**src/rtl/motor_pkg.sv**
```systemverilog
// Shared encodings for the line-tracker steering bus, the H-bridge direction pins
// and the motor drive FSM.
package motor_pkg;

    localparam logic [1:0] ST_STOP     = 2'b00;
    localparam logic [1:0] ST_RIGHT    = 2'b01;
    localparam logic [1:0] ST_LEFT     = 2'b10;
    localparam logic [1:0] ST_STRAIGHT = 2'b11;

    localparam logic [1:0] DIR_FWD   = 2'b10;
    localparam logic [1:0] DIR_COAST = 2'b00;

    typedef enum logic [1:0] {
        S_IDLE,
        S_RUN,
        S_STOPPING
    } motor_state_e;

endpackage

```
**src/rtl/pwm_channel.sv**
```systemverilog
// One wheel: optional slew-limited duty ramp (MOTOR_RAMP_EN), period-end duty latch,
// and registered PWM/direction outputs driven from the shared period counter.
module pwm_channel
    import motor_pkg::*;
#(
    parameter int PWM_BITS = 10
`ifdef MOTOR_RAMP_EN
    ,
    parameter logic [PWM_BITS-1:0] RAMP_STEP = 10'd16
`endif
) (
    input  logic                clk_i,
    input  logic                reset_i,
    input  logic                clr_i,
    input  logic [PWM_BITS-1:0] pwm_cnt_i,
    input  logic                period_end_i,
`ifdef MOTOR_RAMP_EN
    input  logic                ramp_tick_i,
    output logic [PWM_BITS-1:0] cur_duty_o,
`endif
    input  logic [PWM_BITS-1:0] target_i,
    output logic [PWM_BITS-1:0] app_duty_o,
    output logic                pwm_o,
    output logic [1:0]          dir_o
);

    logic [PWM_BITS-1:0] cur_duty;
    logic [PWM_BITS-1:0] app_q, app_d;
    logic                pwm_q, pwm_d;
    logic [1:0]          dir_q, dir_d;

`ifdef MOTOR_RAMP_EN
    logic [PWM_BITS-1:0] cur_q, cur_d, gap, step;
    logic                up;

    // Step is clamped to the remaining gap so the duty lands exactly on target.
    always_comb begin
        up    = target_i > cur_q;
        gap   = up ? (target_i - cur_q) : (cur_q - target_i);
        step  = (gap < RAMP_STEP) ? gap : RAMP_STEP;
        cur_d = cur_q;
        if (clr_i)
            cur_d = '0;
        else if (ramp_tick_i)
            cur_d = up ? (cur_q + step) : (cur_q - step);
    end

    always_ff @(posedge clk_i) begin
        if (reset_i) cur_q <= '0;
        else         cur_q <= cur_d;
    end

    assign cur_duty   = cur_q;
    assign cur_duty_o = cur_q;
`else
    assign cur_duty = target_i;
`endif

    // The latch samples the pre-update duty, so a same-cycle ramp step shows next period.
    always_comb begin
        app_d = app_q;
        pwm_d = 1'b0;
        dir_d = DIR_COAST;
        if (clr_i) begin
            app_d = '0;
        end else begin
            if (period_end_i) app_d = cur_duty;
            pwm_d = pwm_cnt_i < app_q;
            dir_d = (app_q != '0) ? DIR_FWD : DIR_COAST;
        end
    end

    always_ff @(posedge clk_i) begin
        if (reset_i) begin
            app_q <= '0;
            pwm_q <= 1'b0;
            dir_q <= DIR_COAST;
        end else begin
            app_q <= app_d;
            pwm_q <= pwm_d;
            dir_q <= dir_d;
        end
    end

    assign app_duty_o = app_q;
    assign pwm_o      = pwm_q;
    assign dir_o      = dir_q;

endmodule

```
**src/rtl/motor_pwm_drive.sv**
```systemverilog
// Steering-state to dual-wheel PWM/H-bridge drive with start/stop FSM.
// Define MOTOR_RAMP_EN for slew-limited duty changes; otherwise duties step directly.
module motor_pwm_drive
    import motor_pkg::*;
#(
    parameter int                  PWM_BITS  = 10,
    parameter logic [PWM_BITS-1:0] DUTY_FAST = 10'd700,
    parameter logic [PWM_BITS-1:0] DUTY_SLOW = 10'd250,
    parameter int                  RAMP_DIV  = 4096,
    parameter logic [PWM_BITS-1:0] RAMP_STEP = 10'd16
) (
    input  logic       clk,
    input  logic       reset,
    input  logic [1:0] state,
    input  logic       start_move,
    output logic       left_pwm,
    output logic       right_pwm,
    output logic [1:0] left_dir,
    output logic [1:0] right_dir,
    output logic       moving
);

    motor_state_e        fsm_q, fsm_d;
    logic [PWM_BITS-1:0] pwm_cnt_q;
    logic [PWM_BITS-1:0] tgt_l_q, tgt_r_q, tgt_l_d, tgt_r_d;
    logic [PWM_BITS-1:0] app_l, app_r;
    logic                running, period_end, clr, done;

    assign running    = (fsm_q != S_IDLE);
    assign period_end = running && (pwm_cnt_q == '1);
    assign clr        = (fsm_d == S_IDLE);

`ifdef MOTOR_RAMP_EN
    localparam int RW = (RAMP_DIV > 1) ? $clog2(RAMP_DIV) : 1;
    logic [RW-1:0]       ramp_cnt_q;
    logic                ramp_tick;
    logic [PWM_BITS-1:0] cur_l, cur_r;

    assign ramp_tick = running && (ramp_cnt_q == RW'(RAMP_DIV - 1));
    assign done      = (cur_l == '0) && (cur_r == '0);

    always_ff @(posedge clk) begin
        if (reset || clr)   ramp_cnt_q <= '0;
        else if (ramp_tick) ramp_cnt_q <= '0;
        else if (running)   ramp_cnt_q <= ramp_cnt_q + 1'b1;
    end
`else
    logic unused_ramp_cfg;
    assign unused_ramp_cfg = ^{RAMP_DIV, RAMP_STEP};
    assign done            = period_end;
`endif

    always_comb begin
        fsm_d = fsm_q;
        unique case (fsm_q)
            S_IDLE:     if (start_move) fsm_d = S_RUN;
            S_RUN:      if (!start_move) fsm_d = S_STOPPING;
            S_STOPPING: begin
                if (start_move) fsm_d = S_RUN;
                else if (done)  fsm_d = S_IDLE;
            end
            default:    fsm_d = S_IDLE;
        endcase
    end

    always_comb begin
        tgt_l_d = '0;
        tgt_r_d = '0;
        if (fsm_q == S_RUN) begin
            case (state)
                ST_STRAIGHT: begin tgt_l_d = DUTY_FAST; tgt_r_d = DUTY_FAST; end
                ST_LEFT:     begin tgt_l_d = DUTY_SLOW; tgt_r_d = DUTY_FAST; end
                ST_RIGHT:    begin tgt_l_d = DUTY_FAST; tgt_r_d = DUTY_SLOW; end
                default:     ;
            endcase
        end
    end

    always_ff @(posedge clk) begin
        if (reset) begin
            fsm_q     <= S_IDLE;
            pwm_cnt_q <= '0;
            tgt_l_q   <= '0;
            tgt_r_q   <= '0;
        end else begin
            fsm_q     <= fsm_d;
            pwm_cnt_q <= clr ? '0 : (running ? pwm_cnt_q + 1'b1 : pwm_cnt_q);
            tgt_l_q   <= tgt_l_d;
            tgt_r_q   <= tgt_r_d;
        end
    end

`ifdef MOTOR_RAMP_EN
    pwm_channel #(.PWM_BITS(PWM_BITS), .RAMP_STEP(RAMP_STEP)) u_left (
        .clk_i(clk), .reset_i(reset), .clr_i(clr), .pwm_cnt_i(pwm_cnt_q),
        .period_end_i(period_end), .ramp_tick_i(ramp_tick), .cur_duty_o(cur_l),
        .target_i(tgt_l_q), .app_duty_o(app_l), .pwm_o(left_pwm), .dir_o(left_dir)
    );
    pwm_channel #(.PWM_BITS(PWM_BITS), .RAMP_STEP(RAMP_STEP)) u_right (
        .clk_i(clk), .reset_i(reset), .clr_i(clr), .pwm_cnt_i(pwm_cnt_q),
        .period_end_i(period_end), .ramp_tick_i(ramp_tick), .cur_duty_o(cur_r),
        .target_i(tgt_r_q), .app_duty_o(app_r), .pwm_o(right_pwm), .dir_o(right_dir)
    );
`else
    pwm_channel #(.PWM_BITS(PWM_BITS)) u_left (
        .clk_i(clk), .reset_i(reset), .clr_i(clr), .pwm_cnt_i(pwm_cnt_q),
        .period_end_i(period_end), .target_i(tgt_l_q), .app_duty_o(app_l),
        .pwm_o(left_pwm), .dir_o(left_dir)
    );
    pwm_channel #(.PWM_BITS(PWM_BITS)) u_right (
        .clk_i(clk), .reset_i(reset), .clr_i(clr), .pwm_cnt_i(pwm_cnt_q),
        .period_end_i(period_end), .target_i(tgt_r_q), .app_duty_o(app_r),
        .pwm_o(right_pwm), .dir_o(right_dir)
    );
`endif

    assign moving = (app_l != '0) || (app_r != '0);

endmodule

```
**config.mk**
```make
export PLATFORM = sky130hd
export DESIGN_NAME = motor_pwm_drive
export DESIGN_NICKNAME = d
export VERILOG_FILES = /design/src/rtl/motor_pkg.sv /design/src/rtl/pwm_channel.sv /design/src/rtl/motor_pwm_drive.sv
export SDC_FILE = /design/constraint.sdc
export NUM_CORES = 1
export LEC_CHECK = 0
export BUFFER_PORTS_ARGS = -buffer_cell sky130_fd_sc_hd__buf_2
export CAP_MARGIN = 20
export CELL_PAD_IN_SITES_DETAIL_PLACEMENT = 1
export CELL_PAD_IN_SITES_GLOBAL_PLACEMENT = 1
export CORE_ASPECT_RATIO = 1.2
export CORE_MARGIN = 1.5
export CORE_UTILIZATION = 25
export CTS_BUF_LIST = sky130_fd_sc_hd__clkbuf_8
export CTS_CLUSTER_SIZE = 12
export DETAILED_ROUTE_END_ITERATION = 16
export HOLD_SLACK_MARGIN = 0.03
export PLACE_DENSITY_LB_ADDON = 0.1
export REMOVE_ABC_BUFFERS = 1
export SLEW_MARGIN = 15
export SYNTH_ARGS = -nofsm -noshare
export SYNTH_HDL_FRONTEND = slang
export SYNTH_SLANG_ARGS = --single-unit
```
**constraint.sdc**
```tcl
create_clock -name clk -period 4.1 [get_ports clk]
set_input_delay 0.615 -clock clk [delete_from_list [all_inputs] [get_ports clk]]
set_output_delay 0.615 -clock clk [all_outputs]
set_load 0.02 [all_outputs]
```
==> results of run 1 <==
## logic make-up (layout without fill, tap and decap cells)
family	count (synthesis)	count (layout)	share of synthesized area
simple gates	49	49	0.174
mux	6	6	0.0447
compound gates	20	20	0.105
flops	28	28	0.417
buf+inv	16	24	0.0577
other cells	1	2	0.00279
xor+xnor	9	9	0.0587
fa+ha+maj	15	15	0.140
## Yosys cell counts, types with 3 or more instances
library cell,n
xnor2_1,6
nor3b_1,3
mux2i_1,6
a21oi_1,5
inv_1,11
nor3_1,4
nand2_1,10
dfxtp_1,28
ha_1,15
xor2_1,3
nor2_1,23
## layer usage
layer	track usage	share of wire	up-vias
met1	0.140	0.46	480
met3	0.0158	0.018	5
met5	0	0	-
li1	-	-	508
met2	0.199	0.51	10
met4	0.0420	0.017	0
## state kept, by name, summed over array words and instances (netlist names)
register,cells
pwm_cnt_q,10
tgt_l_q,3
tgt_r_q,3
u_left.app_duty_o,3
u_right.app_duty_o,3
fsm_q,2
u_left.dir_o,1
u_left.pwm_o,1
u_right.dir_o,1
u_right.pwm_o,1
## where the power goes
part	internal [W]	switching [W]	leakage, nW
Combinational	0.00000491	0.0000123	0.410
Sequential	0.000275	0.00000297	0.226
Clock	0.000131	0.0000848	0.0357
## per-stage QoR
step	util	instances	instance area (µm²)	hold WS [ns]
global placement	0.274	211	1430	0.449
global route	0.288	215	1510	0.509
floorplan	-	140	1310	0.437
CTS	0.288	215	1510	0.486
finish	0.288	215	1510	0.475
detailed placement	0.274	211	1430	0.463
## worst max-delay path, stage by stage, from the launching register on
cell and delay [ns]:
dfxtp_1 0.42, ha_1 0.21, nand4_2 0.16, o311ai_1 0.39, a31o_2 0.50, nor3b_1 0.11
## path summary, 6_finish.rpt
kind	start	to	depth (start not counted)	slack, ns
worst min register to register	tgt_r_q[6]$_SDFF_PP0_	u_right.app_duty_o[6]$_SDFFE_PP0P_	2	0.48
worst min-delay path	tgt_r_q[6]$_SDFF_PP0_	u_right.app_duty_o[6]$_SDFFE_PP0P_	2	0.48
worst max register to register	pwm_cnt_q[1]$_SDFFE_PP0P_	u_left.pwm_o$_SDFF_PP0_	5	2.17
worst max-delay path	pwm_cnt_q[1]$_SDFFE_PP0P_	u_left.pwm_o$_SDFF_PP0_	5	2.17
## layout make-up
| class | count | area [µm²] | area share |
|---|---|---|---|
| inverter | 11 | 41.3 | 0.0274 |
| clock buffer | 3 | 41.3 | 0.0274 |
| tap | 62 | 77.6 | 0.0515 |
| multi-input combinational | 101 | 709 | 0.471 |
| timing repair buffer | 9 | 45.0 | 0.0299 |
| sequential | 28 | 561 | 0.372 |
| clock inverter | 1 | 30.0 | 0.0200 |
==> impl_metrics.yaml, run 1 <==
sta:
  fin_crit_sh: 0.471
  maxSlewHeadroom: 0.635
  max_freq_mhz: 518
  final.setup.tns_ns: 0
  setup_viol: 0
  hold_violations: 0
  finalMaxSlewViolations: 0
  setup_ws_ns: 2.17
  skew_ns: 0.00561
  tightest_slew_ns: 0.540
  min_period_ns: 1.93
  rsz0062_at_grt: "false"
clock_network:
  postCtsSetupRepairBufs: 0
  ctsHoldBuffers: 0
  cts.path.max_buffers: 2
  cts.clk_slew.worst_paths_ns: 0.10
  cts_tree: "yes"
  worst_skew_pair.late_latency_ns: 0.27
  htreeDepth: 1
  cts_sinks: 28
  cts_resized: 0
  cts_root_buffer: "clkbuf_8"
  cts_made_buffers: 3
placement:
  portBuffers: 9
  gp_congestion: 0.736
  preCtsSetupSlack_ns: 2.15
  dp.final_hpwl_mm: 2.35
global_routing:
  grt_pass1_wl_mm: 5.29
  grt-ovfl-total: 0
  grt_use_total: 0.114
  grt_max_degree: 21
  antenna_found_initial: 0
  grt_pass1_vias: 1092
synthesis:
  synth_seq_cells: 28
  synth-edff-count: 0
  synth_flop_cell: "dfxtp_1"
  synthArstFlopShare: 0
  synth_area_um2: 1340
  synthCells: 144
  yosysTopAreaCell: "dfxtp_1"
  synth_top_area_frac: 0.417
  ys_types: 31
  synth_warnings: 0
  avgSynthCellArea_um2: 9.33
  yosys-top-cells-area: "dfxtp_1, ha_1, nor2_1, mux2i_1, xnor2_1"
  yosysSeqAreaShare: 0.417
floorplan:
  die_h_um: 83.3
  row_count: 29
  ios: 12
  coreArea_um2: 5230
  die_area_um2: 5830
  die_w_um: 69.9
  start_util: 0.257
critical_path:
  end_kind: "flip-flop"
  critPathKind: "flip-flop to flip-flop"
  arrival_ns: 2.08
  critPathLaunchType: "flip-flop"
  critPathMaxFanout: 20
  cp.required_ns: 4.25
pwr:
  p_per_area_nw_per_um2: 339
  totalPowerFinal_w: 0.000511
  cellLeakagePower_nw: 0.672
  ir_drop_v: 0.000169
finish:
  layout_commonest_cell: "dfxtp_1"
  final_nets: 174
  diodes: 0
  nFillCells: 636
  final_cell_mix: "dfxtp_1, nor2_1, ha_1, inv_1, nand2_1"
  syn_to_final_growth_pct: 12.0
  drive_gt1_frac: 0.105
route:
  wl_mm: 3.00
  drt-vias-per-instance: 4.67
  via_count: 1003
  drtAntennaViolNets: 0
  drc: 0
  drtIter0Drc: 30
  drt_pass1_iterations: 2
  wire_per_inst_um: 13.9
run:
  cap_violations: 0
worst_hold_path:
  hold_path.class: "flip-flop to flip-flop"
status:
  status: "finished clean"
Power figures use the tool's default switching activity.
==> inputs of run 2 (changes only) <==
clock period = 1.9 ns   (was 4.1 ns; I/O delays follow)
==> impl_metrics.yaml, run 2 (synthesis gave the netlist of run 1 again) <==
status:
  status: "finished clean"
critical_path:
  critical-path-top-delay-family: "simple AND/OR/NAND/NOR gates"
  end_kind: "flip-flop"
  critPathLaunchType: "flip-flop"
  cp.required_ns: 2.08
  critPathMaxFanout: 6
  critPathKind: "flip-flop to flip-flop"
  path_cells: "ha_1 > nand4_2 > or4_4 > mux2i_1 > nor2_1"
  r2r-start: "pwm_cnt_q[1]$_SDFFE_PP0P_"
  crit_buf_inv: 0
  crit_start: "pwm_cnt_q[1]$_SDFFE_PP0P_"
  slowest_stage: "or4_4"
  slowest_delay_ns: 0.63
  arrival_ns: 1.91
route:
  drtIter0Drc: 9
  wl_mm: 3.19
  drt-vias-per-instance: 4.67
  wire_per_inst_um: 14.4
  drc: 0
  drt_pass1_iterations: 4
  via_count: 1036
  drtAntennaViolNets: 0
clock_network:
  cts_tree: "yes"
  cts_sinks: 28
  htreeDepth: 1
  worst_skew_pair.late_latency_ns: 0.28
  postCtsSetupRepairBufs: 0
  cts_made_buffers: 3
  cts_root_buffer: "clkbuf_8"
  cts.clk_slew.worst_paths_ns: 0.10
  cts.path.max_buffers: 2
finish:
  syn_to_final_growth_pct: 17.4
  diodes: 0
  final_nets: 181
  final_cell_mix: "dfxtp_1, nor2_1, ha_1, inv_1, nand2_1"
  top_register: "pwm_cnt_q"
  nFillCells: 625
  multi_input_area_um2: 717
  final-seq-area_um2: 561
  drive_gt1_frac: 0.150
  layout_commonest_cell: "dfxtp_1"
  stdcell_area_um2: 1580
  largest_reg_flops: 10
sta:
  final.setup.tns_ns: 0
  hold_violations: 0
  setup_viol: 0
  fin_crit_sh: 0.913
  finalMaxSlewViolations: 0
  skew_ns: 0.00733
  max_freq_mhz: 576
  hold_ws_ns: 0.168
  rsz0062_at_grt: "false"
  min_period_ns: 1.73
placement:
  gp_congestion: 0.742
  dp.final_hpwl_mm: 2.50
  portBuffers: 9
  dpl_cell_area_um2: 1500
pwr:
  ir_drop_v: 0.000275
  cellLeakagePower_nw: 0.714
  p_per_area_nw_per_um2: 709
  totalPowerFinal_w: 0.00112
global_routing:
  grt_pass1_wl_mm: 5.27
  grt-ovfl-total: 0
  grt_pass1_vias: 1116
  grt_use_total: 0.114
  grt_max_degree: 17
  antenna_found_initial: 0
floorplan:
  start_util: 0.257
  die_area_um2: 5830
  row_count: 29
  coreArea_um2: 5230
  die_h_um: 83.3
  ios: 12
  die_w_um: 69.9
worst_hold_path:
  hold_path.class: "input pin to flip-flop"
  hold_start: "state[0]"
run:
  cap_violations: 0
[run 2: changes by cell type in the layout (fill, tap and decap cells not counted), sizes merged]
cell / before / now
buf: 9 / 16
[run 2: layout make-up]
type,instances,share of cell area
Clock buffer,3,0.0262
Clock inverter,1,0.0190
Inverter,11,0.0262
Multi-Input combinational cell,101,0.454
Sequential cell,28,0.355
Tap cell,62,0.0492
Timing Repair Buffer,16,0.0698
[run 2: report_power, final]
group / internal, W / leakage [nW] / total, W / switching, W
registers: 0.000594 / 0.226 / 0.000601 / 0.00000641
logic: 0.0000189 / 0.452 / 0.0000479 / 0.0000289
clock network: 0.000282 / 0.0357 / 0.000470 / 0.000188
total: 0.000895 / 0.714 / 0.00112 / 0.000223
[run 2: repair_timing]
action                                  4_1_cts  5_1_grt
gates resized for setup                       0        1
endpoints found under the setup margin        0       20
hold buffers                                  0        0
[run 2: per-stage QoR]
| stage | util | cells | worst slack [ns] |
|---|---|---|---|
| 3_3_place_gp | 0.287 | 218 | 0.150 |
| 3_5_place_dp | 0.287 | 218 | 0.131 |
| 4_1_cts | 0.301 | 222 | 0.106 |
| 5_1_grt | 0.302 | 222 | 0.0398 |
| 6_report | 0.302 | 222 | 0.165 |
| 2_1_floorplan | - | 140 | 0.305 |
[run 2: layer usage]
metal / GRT usage / vias to the layer above / share of wire
met5: 0 / - / 0
met4: 0.0420 / 0 / 0.015
met3: 0.0146 / 5 / 0.017
met2: 0.209 / 10 / 0.51
met1: 0.133 / 497 / 0.46
li1: - / 524 / -
[run 2: path summary, 6_finish.rpt]
check	end	slack [ns]	depth (start not counted)
max	u_right.app_duty_o[6]$_SDFFE_PP0P_	0.17	5
max reg2reg	u_right.app_duty_o[6]$_SDFFE_PP0P_	0.17	5
min	tgt_l_q[6]$_SDFF_PP0_	0.17	2
min reg2reg	u_right.app_duty_o[2]$_SDFFE_PP0P_	0.48	2
==> inputs of run 3 (changes only) <==
ABC_CLOCK_PERIOD_IN_PS = 1900   (was not set)
CORE_ASPECT_RATIO = 1.25   (was 1.2)
==> impl_metrics.yaml, run 3 (synthesis gave the netlist of run 1 again) <==
status:
  status: "finished clean"
finish:
  largest_reg_flops: 10
  drive_gt1_frac: 0.144
  diodes: 0
  final_nets: 181
  top_register: "pwm_cnt_q"
  layout_commonest_cell: "dfxtp_1"
  syn_to_final_growth_pct: 16.9
  final_cell_mix: "dfxtp_1, nor2_1, ha_1, inv_1, nand2_1"
global_routing:
  grt_pass1_vias: 1075
  antenna_found_initial: 0
  grt_pass1_wl_mm: 5.15
  grt_max_degree: 21
  grt_use_total: 0.119
  grt-ovfl-total: 0
clock_network:
  cts_tree: "yes"
  worst_skew_pair.late_latency_ns: 0.28
  cts.path.max_buffers: 2
  cts_root_buffer: "clkbuf_8"
  postCtsSetupRepairBufs: 0
  cts_sinks: 28
  cts_resized: 0
  cts.clk_slew.worst_paths_ns: 0.10
  ctsHoldBuffers: 0
  htreeDepth: 1
  cts_made_buffers: 3
route:
  drt-vias-per-instance: 4.55
  drtAntennaViolNets: 0
  wire_per_inst_um: 14.0
  drtIter0Drc: 18
  via_count: 1010
  drc: 0
  drt_pass1_iterations: 4
  wl_mm: 3.11
pwr:
  p_per_area_nw_per_um2: 714
  ir_drop_v: 0.000339
  cellLeakagePower_nw: 0.715
critical_path:
  timing.rr.end: "u_right.pwm_o$_SDFF_PP0_"
  arrival_ns: 1.99
  crit_start: "pwm_cnt_q[1]$_SDFFE_PP0P_"
  critPathKind: "flip-flop to flip-flop"
  end_kind: "flip-flop"
  cp.required_ns: 2.08
  critPathMaxFanout: 20
  rr_worst_depth: 6
  rrSetupSlack_ns: 0.09
  critPathLaunchType: "flip-flop"
  crit_path_end: "u_right.pwm_o$_SDFF_PP0_"
  r2r-start: "pwm_cnt_q[1]$_SDFFE_PP0P_"
placement:
  gp_congestion: 0.810
  preCtsSetupSlack_ns: 0.112
  dp.final_hpwl_mm: 2.48
  portBuffers: 9
worst_hold_path:
  hold_path.class: "input pin to flip-flop"
sta:
  max_freq_mhz: 551
  skew_ns: 0.00427
  finalMaxSlewViolations: 0
  rsz0062_at_grt: "false"
  hold_ws_ns: 0.163
  setup_viol: 0
  fin_crit_sh: 0.955
  min_period_ns: 1.81
  setup_ws_ns: 0.0859
  hold_violations: 0
  final.setup.tns_ns: 0
floorplan:
  ios: 12
  die_h_um: 85.0
  die_area_um2: 5830
  row_count: 29
  start_util: 0.263
  die_w_um: 68.6
  coreArea_um2: 5120
run:
  cap_violations: 0
## run 3: layer usage
layer,up-vias,global-route usage,share of wire
li1,523,-,-
met3,5,0.0159,0.016
met5,-,0,0
met4,0,0.0436,0.016
met1,472,0.139,0.45
met2,10,0.213,0.52
## run 3: cell type report
type | count | area [µm²]
multi-input combinational | 101 | 709
clock buffer | 3 | 41.3
timing repair buffer | 16 | 110
clock inverter | 1 | 30.0
sequential | 28 | 561
inverter | 11 | 41.3
fill | 605 | 3550
tap | 62 | 77.6
## run 3: worst min path at each step
stage | cells past startpoint | startpoint | to
global placement | 2 | tgt_r_q[6]$_SDFF_PP0_ | u_right.app_duty_o[6]$_SDFFE_PP0P_
detailed placement | 2 | tgt_r_q[2]$_SDFF_PP0_ | u_right.app_duty_o[2]$_SDFFE_PP0P_
finish | 2 | state[0] | tgt_l_q[6]$_SDFF_PP0_
CTS | 2 | state[1] | tgt_r_q[6]$_SDFF_PP0_
global route | 2 | state[1] | tgt_r_q[6]$_SDFF_PP0_
floorplan | 1 | state[0] | tgt_l_q[6]$_SDFF_PP0_
## run 3: critical path, cell delays in order (launching register included)
cell and delay [ns]:
dfxtp_1 0.40, ha_1 0.20, nand4_2 0.17, o311ai_1 0.46
a31o_2 0.26, buf_12 0.16, nor3b_1 0.07
## run 3: power breakdown
| group | total (W) | internal [W] | switching [W] | leakage (nW) |
|---|---|---|---|---|
| clock network | 0.000477 | 0.000282 | 0.000194 | 0.0357 |
| logic | 0.0000447 | 0.0000167 | 0.0000280 | 0.453 |
| registers | 0.000600 | 0.000594 | 0.00000627 | 0.226 |
| total | 0.00112 | 0.000893 | 0.000229 | 0.715 |
## run 3: through the flow
stage / total power (W) / cell area (µm²) / util / instances
final: 0.00112 / 1570 / 0.307 / 222
after global routing: 0.00117 / 1570 / 0.307 / 222
after CTS: 0.00114 / 1570 / 0.307 / 222
after detailed placement: 0.000660 / 1500 / 0.293 / 218
after global placement: 0.000659 / 1500 / 0.293 / 218
after floorplan: 0.000636 / 1310 / - / 140
